$ cat config.mk
export PLATFORM = sky130hd
export DESIGN_NAME = state_timer_bank_flat
export DESIGN_NICKNAME = d
export VERILOG_FILES = /design/src/rtl/state_timer_bank_if.sv /design/src/rtl/state_timer_bank.sv /design/src/flat_wrapper.sv
export SDC_FILE = /design/constraint.sdc
export NUM_CORES = 1
export LEC_CHECK = 0
export CORE_UTILIZATION = 51
export DETAILED_ROUTE_END_ITERATION = 6
export PLACE_DENSITY = 0.72
export SYNTH_ARGS = -nofsm -noshare
export SYNTH_HDL_FRONTEND = slang
export SYNTH_SLANG_ARGS = --single-unit
$ cat constraint.sdc
create_clock -name CLK_I -period 2 [get_ports CLK_I]
set_clock_uncertainty 0.05 [all_clocks]
set_input_delay 0.6 -clock CLK_I [delete_from_list [all_inputs] [get_ports CLK_I]]
set_output_delay 0.6 -clock CLK_I [all_outputs]
set_load 0.01 [all_outputs]
$ cat src/rtl/state_timer_bank_if.sv
// -----------------------------------------------------------------------------
// state_timer_bank_if
// Control/status bundle of the HD44780 pacing timer bank.
//   DAT_I        load value in ticks, sampled with start_strobe
//   SEL_I        target channel for start_strobe / abort_strobe
//   periodic_i   1 = auto-reload, captured with start_strobe
//   start_strobe load and start the selected channel
//   abort_strobe stop the selected channel without a strobe
//   end_strobe   one-cycle expiry pulse, one bit per channel
//   busy         channel is counting, one bit per channel
// master: sequencing logic driving the timers; slave: the timer bank.
// -----------------------------------------------------------------------------
interface state_timer_bank_if #(
  parameter int WIDTH    = 16,
  parameter int CHANNELS = 2,
  parameter int SEL_BITS = (CHANNELS > 1) ? $clog2(CHANNELS) : 1
);
  logic [WIDTH-1:0]    DAT_I;
  logic [SEL_BITS-1:0] SEL_I;
  logic                periodic_i;
  logic                start_strobe;
  logic                abort_strobe;
  logic [CHANNELS-1:0] end_strobe;
  logic [CHANNELS-1:0] busy;

  modport master (
    output DAT_I, SEL_I, periodic_i, start_strobe, abort_strobe,
    input  end_strobe, busy
  );

  modport slave (
    input  DAT_I, SEL_I, periodic_i, start_strobe, abort_strobe,
    output end_strobe, busy
  );
endinterface

$ cat src/rtl/state_timer_bank.sv
// -----------------------------------------------------------------------------
// state_timer_bank
// Bank of independent prescaled countdown timers that pace the HD44780
// sequencer (power-on waits, enable pulse widths, settle delays).
// Ports:
//   CLK_I    single clock, rising edge
//   RST_N_I  asynchronous active-low reset (deassertion synchronised upstream)
//   bus      state_timer_bank_if.slave: DAT_I, SEL_I, periodic_i,
//            start_strobe, abort_strobe in; end_strobe, busy out (registered)
// A channel started with N > 0 strobes N*PRESCALE_DIV edges after the start
// edge; N = 0 strobes one edge after the start edge without going busy.
// -----------------------------------------------------------------------------
module state_timer_bank #(
  parameter int WIDTH        = 16,
  parameter int CHANNELS     = 2,
  parameter int PRESCALE_DIV = 48,
  parameter int SEL_BITS     = (CHANNELS > 1) ? $clog2(CHANNELS) : 1
) (
  input  logic              CLK_I,
  input  logic              RST_N_I,
  state_timer_bank_if.slave bus
);

  localparam int            PW         = (PRESCALE_DIV > 1) ? $clog2(PRESCALE_DIV) : 1;
  localparam logic [PW-1:0] PRESC_LAST = PW'(PRESCALE_DIV - 1);

  logic [CHANNELS-1:0] w_busy;
  logic [CHANNELS-1:0] w_end;

  assign bus.busy       = w_busy;
  assign bus.end_strobe = w_end;

  for (genvar g = 0; g < CHANNELS; g++) begin : g_ch
    localparam logic [SEL_BITS-1:0] CH_ID = SEL_BITS'(g);

    logic [WIDTH-1:0] r_count;
    logic [WIDTH-1:0] r_reload;
    logic [PW-1:0]    r_presc;
    logic             r_periodic;
    logic             r_busy;
    logic             r_end;
    // Zero-length start: strobe is deferred one edge so it lands at E0+1.
    logic             r_zero;
    logic             w_start;
    logic             w_abort;

    // SEL_I values >= CHANNELS match no CH_ID and are therefore ignored.
    assign w_start = bus.start_strobe && (bus.SEL_I == CH_ID);
    assign w_abort = bus.abort_strobe && (bus.SEL_I == CH_ID);

    always_ff @(posedge CLK_I or negedge RST_N_I) begin
      if (!RST_N_I) begin
        r_count    <= '0;
        r_reload   <= '0;
        r_presc    <= '0;
        r_periodic <= 1'b0;
        r_busy     <= 1'b0;
        r_end      <= 1'b0;
        r_zero     <= 1'b0;
      end else begin
        r_end  <= 1'b0;
        r_zero <= 1'b0;
        if (w_start) begin
          // Start beats abort, a pending zero strobe and an expiry this edge.
          r_presc <= '0;
          if (bus.DAT_I != '0) begin
            r_count    <= bus.DAT_I;
            r_reload   <= bus.DAT_I;
            r_periodic <= bus.periodic_i;
            r_busy     <= 1'b1;
          end else begin
            r_count    <= '0;
            r_periodic <= 1'b0;
            r_busy     <= 1'b0;
            r_zero     <= 1'b1;
          end
        end else begin
          // r_zero implies the channel is idle, so no other branch sets r_end.
          if (r_zero) begin
            r_end <= 1'b1;
          end
          if (w_abort) begin
            r_count    <= '0;
            r_presc    <= '0;
            r_periodic <= 1'b0;
            r_busy     <= 1'b0;
          end else if (r_busy) begin
            if (r_presc == PRESC_LAST) begin
              r_presc <= '0;
              // busy guarantees r_count >= 1, so the count never wraps.
              if (r_count == WIDTH'(1)) begin
                r_end <= 1'b1;
                if (r_periodic) begin
                  r_count <= r_reload;
                end else begin
                  r_count <= '0;
                  r_busy  <= 1'b0;
                end
              end else begin
                r_count <= r_count - WIDTH'(1);
              end
            end else begin
              r_presc <= r_presc + PW'(1);
            end
          end
        end
      end
    end

    assign w_busy[g] = r_busy;
    assign w_end[g]  = r_end;
  end

endmodule

$ cat src/flat_wrapper.sv
// flat-port wrapper written by rule: the top's interface ports become plain ports
module state_timer_bank_flat 
#(
  parameter int WIDTH        = 16,
  parameter int CHANNELS     = 2,
  parameter int PRESCALE_DIV = 48,
  parameter int SEL_BITS     = (CHANNELS > 1) ? $clog2(CHANNELS) : 1
)
  (CLK_I, RST_N_I, bus_DAT_I, bus_SEL_I, bus_periodic_i, bus_start_strobe, bus_abort_strobe, bus_end_strobe, bus_busy);
  state_timer_bank_if #(.WIDTH(WIDTH), .CHANNELS(CHANNELS), .SEL_BITS(SEL_BITS)) bus_i ();
  input  logic CLK_I;
  input  logic RST_N_I;
  input wire logic [$bits(bus_i.DAT_I)-1:0] bus_DAT_I;
  input wire logic [$bits(bus_i.SEL_I)-1:0] bus_SEL_I;
  input wire logic [$bits(bus_i.periodic_i)-1:0] bus_periodic_i;
  input wire logic [$bits(bus_i.start_strobe)-1:0] bus_start_strobe;
  input wire logic [$bits(bus_i.abort_strobe)-1:0] bus_abort_strobe;
  output wire logic [$bits(bus_i.end_strobe)-1:0] bus_end_strobe;
  output wire logic [$bits(bus_i.busy)-1:0] bus_busy;
  assign bus_i.DAT_I = bus_DAT_I;
  assign bus_i.SEL_I = bus_SEL_I;
  assign bus_i.periodic_i = bus_periodic_i;
  assign bus_i.start_strobe = bus_start_strobe;
  assign bus_i.abort_strobe = bus_abort_strobe;
  assign bus_end_strobe = bus_i.end_strobe;
  assign bus_busy = bus_i.busy;
  state_timer_bank #(.WIDTH(WIDTH), .CHANNELS(CHANNELS), .PRESCALE_DIV(PRESCALE_DIV), .SEL_BITS(SEL_BITS)) u_core (.CLK_I(CLK_I), .RST_N_I(RST_N_I), .bus(bus_i));
endmodule
# Word level (Yosys, flattened, before mapping)
# Index checks and enable logic that the tools add are counted.
# totals
reg_bits	84
out_inout_bits	4
elab_cells	92
in_bits	22
# op_classes
mux	54
eq_ne	4
reduce_logical	15
add_sub_neg	4
bitwise	1
# ops
operator	n
$mux W16	13
$mux W6	8
$mux W1	33
$eq A16 B1 Y1 const B	2
$sub A16 B1 Y16 const B	2
$reduce_bool A16 Y1	1
$add A6 B1 Y6 const B	2
$eq A6 B6 Y1 const B	2
$reduce_bool A3 Y1	4
$reduce_and A2 Y1	4
$logic_and A1 B1 Y1	4
$reduce_bool A2 Y1	2
$not A1 Y1	1

# Depth between registers and ports, before layout
# logic_depth
word_depth	6
depth_mapped	9
depth_no_buf	7

# Worst setup path after synthesis
# Ideal clock, no wire load.
# synth_path
kind	register to register
startpoint	register u_core.g_ch[1].r_count[1]
endpoint	register u_core.g_ch[1].r_count[14]
arrival_time_ns	1.988
period_less_slack_ns	2.164
path_slack_ns	-0.164
required_ns	1.824
path_buffers	1
setup_time_ns	0.126
path_stages_with_launch	8
path_cell_list	dfrtp_1 inv_1 ha_1 or3b_2 nor4_4 buf_4 a21oi_1 a221o_1
# synth_via
elab_chain_cells	6
word_cells_on_any_way	7
cone_classes	1 x add/sub; 1 x eq/ne; 5 x mux
# synth_rtl
item	line_no	source
start: declaration	state_timer_bank.sv:36	logic [WIDTH-1:0] r_count;
start signal: assignment	state_timer_bank.sv:67	r_count <= bus.DAT_I;
start signal: assignment	state_timer_bank.sv:94	r_count <= r_reload;
start signal: assignment	state_timer_bank.sv:100	r_count <= r_count - WIDTH'(1);
$sub A16 B1 Y16 / $eq A16 B1 Y1 (equally long branches)	state_timer_bank.sv:100, state_timer_bank.sv:91	
$mux W16 *	state_timer_bank.sv:91	if (r_count == WIDTH'(1)) begin
$mux W16 *	state_timer_bank.sv:88	if (r_presc == PRESC_LAST) begin
$mux W16 *	state_timer_bank.sv:87	end else if (r_busy) begin
$mux W16 *	state_timer_bank.sv:82	if (w_abort) begin
$mux W16 *	state_timer_bank.sv:63	if (w_start) begin
# Every way passes the cells marked *; elsewhere a longest branch is shown, timed or not. The select of a mux whose other input is x is not followed.
# A chain may end at the register's enable or synchronous reset.

# Final worst setup path
# layout_path
startpoint	register u_core.g_ch[1].r_count[1]
endpoint	register u_core.g_ch[1].r_count[12]
# The elaborated chain is that of the path after synthesis.

==> results.sh <==
export IMPL_drtIter0Drc=215
export IMPL_max_freq_mhz=456
export IMPL_clockBufferDepth=2
export IMPL_multi_input_area_sq_mm=0.00264
export IMPL_path_clk_slew_ps=90
export IMPL_nets=681
export IMPL_hold_class="in2async"
export IMPL_cts_root_buf="clkbuf_8"
export IMPL_portBuffers=25
export IMPL_peakVddDrop_v=0.000389
export IMPL_synth_fp_nets=556
export IMPL_grt_usage=0.293
export IMPL_routed_wirelength_um=13600
export IMPL_worst_pin_slew_ps=452
export IMPL_ios=26
export IMPL_diodes=0
export IMPL_cp_arrival_ps=2400
export IMPL_synth_cell_types=60
export IMPL_area_growth_pct=36.5
export IMPL_cp_slowest_stage_delay_ps=400
export IMPL_final_common_cell="nand2_1"
export IMPL_max_cap_violations=0
export IMPL_rows=34
export IMPL_internal_power_mw=3.19
export IMPL_cp_top_family="simple AND/OR/NAND/NOR gates"
export IMPL_synth_cells=528
export IMPL_crit_type="reg2reg"
export IMPL_status="finished with violations"
export IMPL_power_density_mw_per_mm2=725
export IMPL_vias_per_cell=5.87
export IMPL_fin_cells=766
export IMPL_tns_ps=-1200
export IMPL_leakage_nw=2.92
export IMPL_grt_ovfl_total=0
export IMPL_die_x_um=97.4
export IMPL_rsz0062_at_grt="yes"
export IMPL_drive_gt1_frac=0.281
export IMPL_wl_per_cell_um=17.8
export IMPL_final_cell_mix="nand2_1, buf_4, dfrtp_1, nor2_1"
export IMPL_async_flop_share=1.00
export IMPL_cp_start_kind="flop"
export IMPL_nFillCells=645
export IMPL_ys_warn_count=0
export IMPL_clk_latency_ps=370
export IMPL_cts_tree="done"
export IMPL_initial_core_util=0.530
export IMPL_grt_pass1_vias=4412
export IMPL_path_max_fanout=5
export IMPL_synth_edf_count=0
export IMPL_violations="negative setup slack"
export IMPL_setup_viol=15
export IMPL_hold_violations=0
export IMPL_max_slew_margin=0.699
export IMPL_vias=4497
export IMPL_p_switching_mw=1.41
export IMPL_die_h_um=97.4
export IMPL_cp_end_kind="flop"
export IMPL_r2r_setup_slack_ps=-190
export IMPL_cts_sink_count=84
export IMPL_grt_pass1_wl_um=22000
export IMPL_min_period_ps=2190
export IMPL_crit_buf_inv=2
export IMPL_cp_slowest_cell="dfrtp_1"
export IMPL_seqPwrFrac=0.454
export IMPL_dieArea_sq_mm=0.00949
export IMPL_pwr_share_comb=0.244
export IMPL_timing_final_ws_setup_ps=-193
export IMPL_dp_worst_setup_slack_ps=-542
export IMPL_dpl_cell_area_sq_mm=0.00583
export IMPL_critical_path_required_ps=2210
export IMPL_slew_viol_final=0
export IMPL_cts_buffers=9
export IMPL_syn_area_sq_mm=0.00464
export IMPL_postLayoutCellArea_sq_mm=0.00634
export IMPL_placed_cells=739
export IMPL_grt_max_degree=85
export IMPL_htreeDepth=3
export IMPL_cts_hold_buf=0
export IMPL_ys_seq_elements=84
export IMPL_period_share=1.10
export IMPL_holdWs_ps=184
export IMPL_pwr_share_clk=0.302
export IMPL_ys_seq_area_frac=0.453
export IMPL_ant_nets=0
export IMPL_path_cells="inv_2 > ha_4 > or3b_4 > nor4_4 > buf_6 > a21boi_4 > a211oi_2 > a221o_2"
export IMPL_p_sw_frac=0.307
export IMPL_antenna_found_initial=0
export IMPL_drc_errors=0
export IMPL_avgSynthCellArea_sq_um=8.80
export IMPL_place_hpwl_um=9710
export IMPL_synthFlopType="dfrtp_1"
export IMPL_first_pass_iters=4
export IMPL_gp_congestion=0.926
export IMPL_seq_area_sq_mm=0.00210
export IMPL_coreArea_sq_mm=0.00876
==> layout make-up <==
type                            instances  share of cell area
Multi-Input combinational cell        411               0.416
Sequential cell                        84               0.332
Timing Repair Buffer                  142               0.193
Clock buffer                           11              0.0223
Tap cell                              108              0.0213
Clock inverter                          5              0.0132
Inverter                                5             0.00296
==> repair_timing <==
item                       CTS  global route
gates resized for setup     30            33
cloned                       0             1
setup buffers                3             7
pin swaps                   12            12
setup endpoints to repair   32            41
==> logic make-up (layout without fill, tap and decap cells) <==
kind of cell,after synthesis,after routing,synth area share
XOR/XNOR,25,25,0.0471
flip-flops,84,84,0.453
AND/OR/NAND/NOR,267,267,0.280
adder cells (fa/ha/maj),6,6,0.0162
buffers and inverters,33,163,0.0315
multiplexers,6,6,0.0143
AO/OA/AOI/OAI,107,107,0.158
==> cell usage after synthesis (all sizes together), types with 7 or more instances <==
library cell / instances / share of area
buf: 8 / 0.011
clkbuf: 20 / 0.016
nor3: 11 / 0.012
nand2: 128 / 0.10
a22oi: 8 / 0.013
dfrtp: 84 / 0.45
a21oi: 23 / 0.025
nor4: 12 / 0.024
a221o: 7 / 0.015
nor2: 40 / 0.032
xor2: 13 / 0.025
a31oi: 9 / 0.012
o21ai: 21 / 0.023
nand4: 17 / 0.023
nand3: 20 / 0.022
xnor2: 12 / 0.023
a311oi: 7 / 0.013
==> worst paths after layout <==
check | start | depth (start not counted) | endpoint
hold / removal | RST_N_I | 2 | u_core.g_ch[1].r_presc[1]$_DFFE_PN0P_
min in group CLK_I | u_core.g_ch[1].r_reload[0]$_DFFE_PN0P_ | 2 | u_core.g_ch[1].r_reload[0]$_DFFE_PN0P_
hold reg to reg | u_core.g_ch[1].r_reload[0]$_DFFE_PN0P_ | 2 | u_core.g_ch[1].r_reload[0]$_DFFE_PN0P_
max in group asynchronous | RST_N_I | 2 | u_core.g_ch[0].r_count[6]$_DFFE_PN0P_
setup / recovery | u_core.g_ch[1].r_count[1]$_DFFE_PN0P_ | 8 | u_core.g_ch[1].r_count[12]$_DFFE_PN0P_
setup reg to reg | u_core.g_ch[1].r_count[1]$_DFFE_PN0P_ | 8 | u_core.g_ch[1].r_count[12]$_DFFE_PN0P_
==> metal layers <==
layer / track usage / routed length, um
met5: 0 / 0
met4: 0.111 / 359
met3: 0.0453 / 649
met2: 0.501 / 6850
met1: 0.373 / 5770
==> through the flow <==
stage,total power [mW],utilization
finish,4.60,0.724
global route,4.83,0.724
CTS,4.56,0.700
detailed placement,3.16,0.665
global placement,3.12,0.665
floorplan,2.64,-
==> registers in the layout (all words and copies together) (netlist names) <==
name / cells
u_core.g_ch.r_count: 32
u_core.g_ch.r_reload: 32
u_core.g_ch.r_presc: 12
u_core.g_ch.r_busy: 2
u_core.g_ch.r_end: 2
u_core.g_ch.r_periodic: 2
u_core.g_ch.r_zero: 2
==> power groups by stage <==
stage,sequential (mW),clock (mW),combinational [mW]
final,2.09,1.39,1.12
after global placement,2.09,0,1.03
after CTS,2.07,1.41,1.07
after floorplan,2.08,0,0.564
after detailed placement,2.10,0,1.06
after global routing,2.11,1.49,1.23
No activity file was read; power rests on OpenSTA's default activity.
